**src/rtl/wb_multiport_bridge.sv**
```systemverilog
// wb_multiport_bridge: N native request/response ports arbitrated round-robin
// onto a single Wishbone classic master. Each port has a one-deep request
// latch; a bus timeout turns a missing ack into an error completion.
module wb_multiport_bridge #(
  parameter int NUM_PORTS      = 2,
  parameter int ADDR_WIDTH     = 32,
  parameter int DATA_WIDTH     = 32,
  parameter int TIMEOUT_CYCLES = 1024
) (
  input  logic                                clk,
  input  logic                                rst,
  input  logic [NUM_PORTS-1:0]                port_en_i,
  input  logic [NUM_PORTS-1:0]                port_we_i,
  input  logic [NUM_PORTS*ADDR_WIDTH-1:0]     port_addr_i,
  input  logic [NUM_PORTS*DATA_WIDTH-1:0]     port_data_i,
  input  logic [NUM_PORTS*DATA_WIDTH/8-1:0]   port_strobe_i,
  output logic [NUM_PORTS-1:0]                port_valid_o,
  output logic [NUM_PORTS-1:0]                port_err_o,
  output logic [NUM_PORTS*DATA_WIDTH-1:0]     port_data_o,
  output logic                                wb_cyc_o,
  output logic                                wb_stb_o,
  output logic                                wb_we_o,
  output logic [ADDR_WIDTH-1:0]               wb_addr_o,
  output logic [DATA_WIDTH-1:0]               wb_data_o,
  output logic [DATA_WIDTH/8-1:0]             wb_sel_o,
  input  logic [DATA_WIDTH-1:0]               wb_data_i,
  input  logic                                wb_ack_i
);

  localparam int SEL_WIDTH = DATA_WIDTH / 8;
  localparam int GW        = (NUM_PORTS > 1) ? $clog2(NUM_PORTS) : 1;
  localparam int CW        = GW + 1;
  localparam int TW        = (TIMEOUT_CYCLES > 1) ? $clog2(TIMEOUT_CYCLES) : 1;
  localparam logic [TW-1:0] TMO_LAST  = TW'((TIMEOUT_CYCLES > 0) ? TIMEOUT_CYCLES - 1 : 0);
  localparam logic [GW-1:0] LAST_PORT = GW'(NUM_PORTS - 1);

  typedef enum logic [0:0] {
    IDLE = 1'b0,
    BUS  = 1'b1
  } state_t;

  // Reads with no byte enables fetch the whole word; writes use the strobe as given.
  function automatic logic [SEL_WIDTH-1:0] bus_sel(input logic we,
                                                   input logic [SEL_WIDTH-1:0] strobe);
    if (!we && (strobe == '0)) begin
      return '1;
    end else begin
      return strobe;
    end
  endfunction

  state_t                 state;
  state_t                 state_next;
  logic [NUM_PORTS-1:0]   pending;
  logic [NUM_PORTS-1:0]   lat_we;
  logic [ADDR_WIDTH-1:0]  lat_addr   [NUM_PORTS];
  logic [DATA_WIDTH-1:0]  lat_data   [NUM_PORTS];
  logic [SEL_WIDTH-1:0]   lat_strobe [NUM_PORTS];

  logic [GW-1:0]          grant;
  logic [GW-1:0]          rr_ptr;
  logic [GW-1:0]          rr_next;
  logic [TW-1:0]          tmo_cnt;

  logic                   arb_found;
  logic [GW-1:0]          arb_idx;
  logic [CW-1:0]          arb_cand;
  logic                   arb_hit;
  logic                   arb_we;
  logic [ADDR_WIDTH-1:0]  arb_addr;
  logic [DATA_WIDTH-1:0]  arb_data;
  logic [SEL_WIDTH-1:0]   arb_strobe;

  logic                   ack_done;
  logic                   tmo_done;
  logic                   fin;

  assign fin     = ack_done | tmo_done;
  assign rr_next = (grant == LAST_PORT) ? '0 : grant + 1'b1;

  // Round-robin search: first pending port starting at rr_ptr, wrapping modulo NUM_PORTS.
  always_comb begin
    arb_found = 1'b0;
    arb_idx   = '0;
    arb_cand  = '0;
    arb_hit   = 1'b0;
    for (int i = 0; i < NUM_PORTS; i++) begin
      arb_cand = {1'b0, rr_ptr} + CW'(i);
      arb_cand = (arb_cand >= CW'(NUM_PORTS)) ? arb_cand - CW'(NUM_PORTS) : arb_cand;
      for (int p = 0; p < NUM_PORTS; p++) begin
        arb_hit   = !arb_found && (arb_cand == CW'(p)) && pending[p];
        arb_idx   = arb_hit ? GW'(p) : arb_idx;
        arb_found = arb_found | arb_hit;
      end
    end
  end

  // AND-OR mux selecting the latched request of the port about to be granted.
  always_comb begin
    arb_we     = 1'b0;
    arb_addr   = '0;
    arb_data   = '0;
    arb_strobe = '0;
    for (int p = 0; p < NUM_PORTS; p++) begin
      arb_we     = arb_we | ((arb_idx == GW'(p)) & lat_we[p]);
      arb_addr   = arb_addr | ({ADDR_WIDTH{arb_idx == GW'(p)}} & lat_addr[p]);
      arb_data   = arb_data | ({DATA_WIDTH{arb_idx == GW'(p)}} & lat_data[p]);
      arb_strobe = arb_strobe | ({SEL_WIDTH{arb_idx == GW'(p)}} & lat_strobe[p]);
    end
  end

  // Next-state logic; an ack takes priority over a timeout in the same cycle.
  always_comb begin
    state_next = state;
    ack_done   = 1'b0;
    tmo_done   = 1'b0;
    case (state)
      IDLE: begin
        if (arb_found) begin
          state_next = BUS;
        end else begin
          state_next = IDLE;
        end
      end
      BUS: begin
        if (wb_ack_i) begin
          ack_done   = 1'b1;
          state_next = IDLE;
        end else if ((TIMEOUT_CYCLES != 0) && (tmo_cnt == TMO_LAST)) begin
          tmo_done   = 1'b1;
          state_next = IDLE;
        end else begin
          state_next = BUS;
        end
      end
      default: begin
        state_next = IDLE;
      end
    endcase
  end

  // FSM state register.
  always_ff @(posedge clk or posedge rst) begin
    if (rst) begin
      state <= IDLE;
    end else begin
      state <= state_next;
    end
  end

  // Grant, round-robin pointer and bus timeout counter.
  always_ff @(posedge clk or posedge rst) begin
    if (rst) begin
      grant   <= '0;
      rr_ptr  <= '0;
      tmo_cnt <= '0;
    end else begin
      if ((state == IDLE) && arb_found) begin
        grant   <= arb_idx;
        tmo_cnt <= '0;
      end else if ((state == BUS) && !fin) begin
        tmo_cnt <= tmo_cnt + 1'b1;
      end
      if (fin) begin
        rr_ptr <= rr_next;
      end
    end
  end

  // Wishbone master outputs: loaded at grant and held stable for the whole BUS state.
  always_ff @(posedge clk or posedge rst) begin
    if (rst) begin
      wb_cyc_o  <= 1'b0;
      wb_stb_o  <= 1'b0;
      wb_we_o   <= 1'b0;
      wb_addr_o <= '0;
      wb_data_o <= '0;
      wb_sel_o  <= '0;
    end else if ((state == IDLE) && arb_found) begin
      wb_cyc_o  <= 1'b1;
      wb_stb_o  <= 1'b1;
      wb_we_o   <= arb_we;
      wb_addr_o <= arb_addr;
      wb_data_o <= arb_data;
      wb_sel_o  <= bus_sel(arb_we, arb_strobe);
    end else if (fin) begin
      wb_cyc_o  <= 1'b0;
      wb_stb_o  <= 1'b0;
    end
  end

  // Per-port request latches; a new request is accepted in the completion cycle of the same port.
  always_ff @(posedge clk or posedge rst) begin
    if (rst) begin
      pending <= '0;
      lat_we  <= '0;
      for (int p = 0; p < NUM_PORTS; p++) begin
        lat_addr[p]   <= '0;
        lat_data[p]   <= '0;
        lat_strobe[p] <= '0;
      end
    end else begin
      for (int p = 0; p < NUM_PORTS; p++) begin
        if (port_en_i[p] && (!pending[p] || (fin && (grant == GW'(p))))) begin
          pending[p]    <= 1'b1;
          lat_we[p]     <= port_we_i[p];
          lat_addr[p]   <= port_addr_i[p*ADDR_WIDTH +: ADDR_WIDTH];
          lat_data[p]   <= port_data_i[p*DATA_WIDTH +: DATA_WIDTH];
          lat_strobe[p] <= port_strobe_i[p*SEL_WIDTH +: SEL_WIDTH];
        end else if (fin && (grant == GW'(p))) begin
          pending[p] <= 1'b0;
        end
      end
    end
  end

  // Completion pulses and read-data return toward the granted port.
  always_ff @(posedge clk or posedge rst) begin
    if (rst) begin
      port_valid_o <= '0;
      port_err_o   <= '0;
      port_data_o  <= '0;
    end else begin
      port_valid_o <= '0;
      port_err_o   <= '0;
      for (int p = 0; p < NUM_PORTS; p++) begin
        if (fin && (grant == GW'(p))) begin
          port_valid_o[p] <= 1'b1;
          port_err_o[p]   <= tmo_done;
          if (tmo_done) begin
            port_data_o[p*DATA_WIDTH +: DATA_WIDTH] <= '0;
          end else if (!wb_we_o) begin
            port_data_o[p*DATA_WIDTH +: DATA_WIDTH] <= wb_data_i;
          end
        end
      end
    end
  end

endmodule

```
**config.mk**
```make
export PLATFORM = sky130hd
export DESIGN_NAME = wb_multiport_bridge
export DESIGN_NICKNAME = d
export VERILOG_FILES = /design/src/rtl/wb_multiport_bridge.sv
export SDC_FILE = /design/constraint.sdc
export NUM_CORES = 1
export LEC_CHECK = 0
export CAP_MARGIN = 5
export CORE_MARGIN = 5
export CORE_UTILIZATION = 48
export DETAILED_ROUTE_END_ITERATION = 10
export HOLD_SLACK_MARGIN = 0.1
export PLACE_DENSITY = 0.8
export RECOVER_POWER = 25
export SLEW_MARGIN = 10
export SYNTH_ARGS = -nofsm -noshare
export SYNTH_HDL_FRONTEND = slang
export SYNTH_SLANG_ARGS = --single-unit
```
**constraint.sdc**
```tcl
create_clock -name clk -period 12.2 [get_ports clk]
set_input_delay 2.44 -clock clk [delete_from_list [all_inputs] [get_ports clk]]
set_output_delay 2.44 -clock clk [all_outputs]
set_load 0.1 [all_outputs]
```
## Yosys cells after proc, flatten, opt, wreduce, memory -nomap -nowiden

Index checks and enable logic that the tools add are counted.

| storage, ports and cells | value |
|---|---|
| register bits | 291 |
| bits of input ports | 175 |
| output and inout port bits | 139 |

| operators by class | value |
|---|---|
| add/sub/neg operators | 5 |
| magnitude comparators | 2 |
| equal/unequal tests | 4 |
| mux-type cells | 30 |
| bitwise logic cells | 19 |
| reductions and logical operators | 32 |

Operators by type and width:

| kind | count |
|---|---|
| 32-bit AND | 4 |
| 32-bit 2-to-1 mux | 2 |
| 32-bit OR | 2 |
| 1-bit 2-to-1 mux | 22 |
| 10-bit 2-to-1 mux | 2 |
| 1-bit logical AND | 14 |
| 10-bit by 1-bit adder with 10-bit output (second input constant) | 1 |
| 10-bit equality test (second input constant) | 1 |
| 4-bit AND | 2 |
| 2-bit nonzero test | 4 |
| 1-bit logical NOT | 7 |
| 1-bit OR | 5 |
| 2-bit by 1-bit equality test with 1-bit output (second input constant) | 2 |
| 2-bit logical NOT | 2 |
| 4-bit logical NOT | 1 |
| 2-bit 2-to-1 mux | 2 |
| 4-bit 2-to-1 mux | 1 |
| 4-bit OR | 1 |
| 2-bit AND reduction | 2 |
| 1-bit NOT | 3 |
| 1-bit by 1-bit adder with 2-bit output (second input constant) | 1 |
| 1-bit AND | 2 |
| 1-bit by 2-bit greater-or-equal comparator with 1-bit output (second input constant) | 1 |
| 2-bit greater-or-equal comparator (second input constant) | 1 |
| other kinds (6) | 7 |

## Depth between registers and ports, before layout

Gate-level depths: netlist (run 1).

| depth | value |
|---|---|
| depth in word-level cells | 22 |
| depth in mapped cells | 7 |

## Worst setup path before layout (run 1)

OpenSTA, ideal clock, no wires.

| timing path | value |
|---|---|
| path kind | flip-flop to output port |
| start point | register wb_stb_o |
| end point | output port wb_stb_o |
| arrival | 1.340 ns |
| data required time | 9.760 ns |
| setup slack | 8.420 ns |
| cell stages (with the launch flop) | 2 |
| path buffers | 1 |
| path through | dfrtp_1 -> buf_4 |

RTL lines:

| what | line | source |
|---|---|---|
| start: declaration | 21 | `output logic wb_stb_o,` |
| start signal: assignment | 174 | `wb_stb_o <= 1'b0;` |
| start signal: assignment | 181 | `wb_stb_o <= 1'b1;` |
| start signal: assignment | 188 | `wb_stb_o <= 1'b0;` |

No word-level cell between the ends.

## Worst setup path in the final report (run 1)

| timing path | value |
|---|---|
| start point | register pending[0] |
| end point | register wb_addr_o[21] |

| on the way | value |
|---|---|
| longest elaborated chain between the ends | 16 |

RTL lines:

| what | line | source |
|---|---|---|
| start: declaration | 54 | `logic [NUM_PORTS-1:0] pending;` |
| start signal: assignment | 195 | `pending <= '0;` |
| start signal: indexed assignment | 205 | `pending[p] <= 1'b1;` |
| start signal: indexed assignment | 211 | `pending[p] <= 1'b0;` |
| 1-bit logical AND | 91 | `arb_hit = !arb_found && (arb_cand == CW'(p)) && pending[p];` |
| 1-bit logical NOT | 91 |  |
| 1-bit logical AND (2 in series) | 91 |  |
| 1-bit OR | 93 | `arb_found = arb_found \| arb_hit;` |
| 1-bit logical NOT | 91 |  |
| 1-bit logical AND (2 in series) | 91 |  |
| 1-bit OR | 93 |  |
| 1-bit logical NOT | 91 |  |
| 1-bit logical AND (2 in series) | 91 |  |
| 1-bit 2-to-1 mux | 92 | `arb_idx = arb_hit ? GW'(p) : arb_idx;` |
| 1-bit NOT | 106 | `arb_addr = arb_addr \| ({ADDR_WIDTH{arb_idx == GW'(p)}} & lat_addr[p]);` |
| 32-bit AND | 106 |  |
| 32-bit OR | 106 |  |
| end signal: assignment | 183 | `wb_addr_o <= arb_addr;` |
| end: declaration | 23 | `output logic [ADDR_WIDTH-1:0] wb_addr_o,` |

Several ways; a longest one is shown, not always the timed one.
A chain may end at the register's enable or synchronous reset.

==> results of run 1 <==
==> cells in the mapped netlist (all sizes together) <==
cell       n  area share (%)
inv        5            0.16
nand4      1            0.18
a21o       2            0.13
or3        2            0.11
xnor2      1           0.076
ha         1            0.11
nand2     78             2.5
o21ai     80             3.5
and4       1           0.076
nor3       3            0.13
nand2b     4            0.22
buf       31             1.5
a31oi      2            0.11
o2bb2ai    1           0.076
nor2b      1           0.054
and4b      1           0.086
o211a      1           0.086
o21bai     3            0.19
dfrtp    291              63
and3       2            0.11
nor2      17            0.55
o2111ai    1           0.076
o31ai      3            0.19
o211ai     2            0.13
a21oi      2           0.086
mux2     140              14
nor4      11            0.85
a22o      64             4.8
mux2i     65             5.6
and2       1           0.054
o41ai      1            0.14
a41o       1           0.086
clkbuf    22            0.71
nand3      8            0.45
o21a       1           0.065
==> registers in the layout, indices dropped and copies added, names as in the netlist, 4 cells and up <==
name,flops
wb_data_o,32
lat_addr,64
lat_data,64
port_data_o,64
wb_sel_o,4
lat_strobe,8
wb_addr_o,32
tmo_cnt,10
==> per-layer routing <==
layer	part of all wire [%]	vias up	global-route usage, %
met5	0.092	-	0
li1	-	3676	-
met4	3.2	4	7.05
met3	9.9	56	7.12
met1	40	3925	27.2
met2	47	296	34.7
==> metrics by stage <==
| step | setup slack (ns) | utilization [%] |
|---|---|---|
| after floorplan | 1.73 | - |
| after global placement | 7.13 | 63.6 |
| after detailed placement | 7.11 | 63.6 |
| after CTS | 7.62 | 67.8 |
| after global routing | 4.69 | 67.7 |
| final | 5.26 | 67.8 |
==> worst max-delay path: stages, from the launching register on <==
cell,delay (ns)
dfrtp_1,0.42
inv_1,0.06
o21ai_0,2.60
clkbuf_1,2.98
mux2i_1,0.40
o21ai_0,0.33
==> final timing paths <==
kind / cells after the start / from / endpoint / slack, ns
worst max register to register: 5 / pending[0]$_DFFE_PP0P_ / wb_addr_o[21]$_DFFE_PP0P_ / 5.26
max in group asynchronous: 2 / rst / lat_addr[23]$_DFFE_PP0P_ / 5.78
worst min-delay path: 2 / wb_addr_o[24]$_DFFE_PP0P_ / wb_addr_o[24]$_DFFE_PP0P_ / 0.47
min in group asynchronous: 2 / rst / port_data_o[39]$_DFFE_PP0P_ / 4.01
worst max-delay path: 5 / pending[0]$_DFFE_PP0P_ / wb_addr_o[21]$_DFFE_PP0P_ / 5.26
worst min register to register: 2 / wb_addr_o[24]$_DFFE_PP0P_ / wb_addr_o[24]$_DFFE_PP0P_ / 0.47
==> layout make-up <==
class | count | area share [%]
sequential | 291 | 45.5
multi-input combinational | 501 | 25.4
timing repair buffer | 324 | 20.2
clock buffer | 41 | 5.52
tap | 319 | 2.49
clock inverter | 12 | 0.719
inverter | 5 | 0.125
antenna | 3 | 0.0469
==> cells by family (layout without fill, tap and decap cells) <==
group | Yosys count | in the layout | share of synthesized area, %
buffers and inverters | 58 | 382 | 2.34
other | 0 | 3 | 0
adder cells (fa/ha/maj) | 1 | 1 | 0.108
AND/OR/NAND/NOR | 130 | 130 | 5.40
XOR/XNOR | 1 | 1 | 0.0756
AO/OA/AOI/OAI | 164 | 164 | 9.72
multiplexers | 205 | 205 | 19.5
flip-flops | 291 | 291 | 62.8
==> results_dict.tcl, run 1 <==
set metrics [dict create \
    outcome "finished with violations" \
    violations "capacitance limit, slew limit" \
    wire_per_inst_um 19.6 \
    synth.net_count 1026 \
    multi_input_area_sq_um 4070 \
    placed_cell_area_sq_um 15000 \
    synthesis.instances 850 \
    fmax_ghz 0.144 \
    synth_cell_types 44 \
    seqCellArea_sq_um 7280 \
    critPathKind "reg -> reg" \
    ys_seq_area_share_pct 62.8 \
    grt_util_all_layers_pct 21.4 \
    synth_area_sq_um 11600 \
    stdcell_area_sq_um 16000 \
    dp_hpwl_mm 20.3 \
    first_pass_iters 4 \
    grt_max_degree 171 \
    grt_pass1_vias 8387 \
    maxSlewViolCount 198 \
    ant_nets 0 \
    start_util_pct 49.1 \
    drt-vias-per-instance 5.32 \
    layout_commonest_cell "clkdlybuf4s50_1" \
    drive_above_1_share_pct 17.5 \
    nets 1330 \
    maxSlewHeadroom_pct -260 \
    fin_skew_ns 0.0127 \
    synth_area_per_cell_sq_um 13.6 \
    drcViolationCount 0 \
    place_inst 1440 \
    drt_iter0_drc 492 \
    rsz0062_at_grt "false" \
    crit_fanout 55 \
    setup_viol 0 \
    core_sq_um 23600 \
    final_cell_mix "clkdlybuf4s50_1 (311), dfrtp_1 (291), mux2_2 (125)" \
    cp.arrival_ns 7.37 \
    cts_made_buffers 31 \
    endpoint_kind "register" \
    grt-ovfl-total 0 \
    path_clk_slew_ns 0.06 \
    cts_tree "yes" \
    hold_ws_ns 0.475 \
    worst-endpoint-required_ns 12.64 \
    yosys_warnings 0 \
    cts.htree.levels 1 \
    io_buffers 313 \
    layout_min_cycle_time_ns 6.94 \
    fin_setup_tns_ns 0 \
    cts_buffer_depth 3 \
    period_share_pct 56.9 \
    syn_to_final_growth_pct 38.0 \
    finalHoldViolations 0 \
    min_path_type "reg -> reg" \
    post_cts_buffers 0 \
    pin_count 314 \
    antenna_found_initial 3 \
    grt_pass1_wl_mm 46.5 \
    cts-resized-gates 0 \
    ys_seq_elements 291 \
    postCtsHoldBufs 0 \
    crit_path_start_kind "register" \
    die_y_um 165 \
    fillers 1753 \
    clock_latency_ns 0.54 \
    final-instance-count-excl-fill 1496 \
    drv_cap 3 \
    tightestPinTransition_ns 5.37 \
    vias 7957 \
    gp_congestion 0.771 \
    drt-total-wl_mm 29.4 \
    cts-root-buf "clkbuf_16" \
    core.rowCount 56 \
    clock-sinks 291 \
    dieArea_sq_um 27400 \
    die_x_um 165 \
]
Power of run 1 is left out: the tool's default activity adds up to more than one toggle a clock period on the data nets, which glitch-free logic cannot reach.
==> inputs of run 2 (changes only) <==
Settings changed: CORE_UTILIZATION 48 to 44, PLACE_DENSITY 0.8 to 0.77.
Clock period 12.2 ns to 5.9 ns, I/O delays scaled along.
==> run 2 against run 1 <==
  * The flow now finishes without violations
  * Die area rose by 8.5%
  * Design area increased by 0.50%
  * Non-clock buffer count is the same
  * Critical path type is now reg -> out
  * Highest routed layer unchanged
==> results_dict.tcl, run 2 (synthesis results as in run 1) <==
set metrics [dict create \
    outcome "finished, final reports clean" \
    dp_hpwl_mm 19.6 \
    cp_slowest_cell "clkdlybuf4s50_1" \
    whs_path_depth 2 \
    critPathKind "reg -> out" \
    crit_path_cell_trace "clkdlybuf4s50_1" \
    die_x_um 172 \
    layout_min_cycle_time_ns 3.30 \
    drv_cap 0 \
    syn_to_final_growth_pct 38.7 \
    cp.depth 1 \
    crit_path_start_kind "register" \
    cpPeakStageDelay_ns 1.20 \
    crit_fanout 2 \
    fillers 2081 \
    crit_family "buffers and inverters" \
    tightestPinTransition_ns 1.10 \
    grt-ovfl-total 0 \
    clock-sinks 291 \
    multi_input_area_sq_um 4080 \
    drt-total-wl_mm 29.3 \
    postCtsHoldBufs 0 \
    grt_pass1_vias 8396 \
    drt-vias-per-instance 5.26 \
    cts.htree.levels 1 \
    core.rowCount 59 \
    nets 1329 \
    min_path_type "reg -> reg" \
    drcViolationCount 0 \
    cts_buffer_depth 3 \
    cts-root-buf "clkbuf_16" \
    endpoint_kind "output pin" \
    fin_setup_tns_ns 0 \
    maxSlewHeadroom_pct 26.8 \
    vias 7974 \
    cts-resized-gates 0 \
    cts_made_buffers 30 \
    drt_iter0_drc 595 \
    seqCellArea_sq_um 7280 \
    finalHoldViolations 0 \
    period_share_pct 55.9 \
    ant_nets 0 \
    gp_congestion 0.792 \
    start_util_pct 44.6 \
    grt_max_degree 150 \
    cp_num_buf_inv 1 \
    cts_tree "yes" \
    first_pass_iters 5 \
    wire_per_inst_um 19.4 \
    io_buffers 313 \
    dieArea_sq_um 29700 \
    rsz0062_at_grt "false" \
    setup_viol 0 \
    layout_commonest_cell "clkdlybuf4s50_1" \
    fmax_ghz 0.303 \
    reg_top3 "lat_addr x64, lat_data x64, port_data_o x64" \
    drive_above_1_share_pct 17.9 \
    clock_latency_ns 0.57 \
    pin_count 314 \
    grt_util_all_layers_pct 19.1 \
    die_y_um 172 \
    maxSlewViolCount 0 \
    fin_skew_ns 0.0238 \
    grt_pass1_wl_mm 45.4 \
    cp.arrival_ns 2.12 \
    antenna_found_initial 5 \
    final_cell_mix "clkdlybuf4s50_1 (311), dfrtp_1 (291), mux2_2 (126)" \
    core_sq_um 26000 \
    post_cts_buffers 0 \
    worst-endpoint-required_ns 4.72 \
    path_clk_slew_ns 0.06 \
    r2r.worst_path.cells 3 \
]
==> run 2: cell count changes in the layout (fill, tap and decap cells not counted), sizes merged <==
cell	previous run	this run
buf	10	11
bufinv	2	3
clkbuf	42	38
clkinv	8	10
clkinvlp	3	4
diode	3	4
inv	4	5
==> run 2: final timing paths <==
| path | from | endpoint | slack [ns] |
|---|---|---|---|
| setup reg to reg | pending[1]$_DFFE_PP0P_ | wb_addr_o[14]$_DFFE_PP0P_ | 3.30 |
| setup / recovery | wb_sel_o[3]$_DFFE_PP0P_ | wb_sel_o[3] | 2.60 |
| min in group asynchronous | rst | lat_addr[31]$_DFFE_PP0P_ | 1.30 |
| max in group asynchronous | rst | lat_addr[19]$_DFFE_PP0P_ | 3.80 |
| hold reg to reg | wb_data_o[21]$_DFFE_PP0P_ | wb_data_o[21]$_DFFE_PP0P_ | 0.47 |
| hold / removal | wb_data_o[21]$_DFFE_PP0P_ | wb_data_o[21]$_DFFE_PP0P_ | 0.47 |
==> run 2: final cells by class <==
cell class                      instances  area share [%]
Clock inverter                         17            1.29
Antenna cell                            4          0.0622
Tap cell                              335            2.61
Sequential cell                       291            45.3
Multi-Input combinational cell        501            25.4
Timing Repair Buffer                  324            20.2
Inverter                                5           0.124
Clock buffer                           38            5.10
==> run 2: metrics by stage <==
step           area [sq um]  util (%)  hold slack (ns)  worst slack, ns  cells
5_1_grt               16100      61.9            0.497             2.53   1514
3_5_place_dp          15000      57.9            0.469             2.34   1456
2_1_floorplan         11600         -            0.451            0.859    850
6_report              16100      61.9            0.474             2.60   1515
4_1_cts               16100      61.9            0.483             2.55   1511
3_3_place_gp          15000      57.9            0.461             2.37   1456
==> run 2: metal layers <==
| layer | routed length, um | track usage, % | vias to the layer above |
|---|---|---|---|
| met5 | 34 | 0 | - |
| met1 | 11500 | 24.2 | 3960 |
| met4 | 884 | 5.64 | 6 |
| met2 | 13900 | 31.3 | 275 |
| met3 | 2960 | 6.61 | 55 |
| li1 | - | - | 3678 |
Power of run 2 is left out for the same reason.
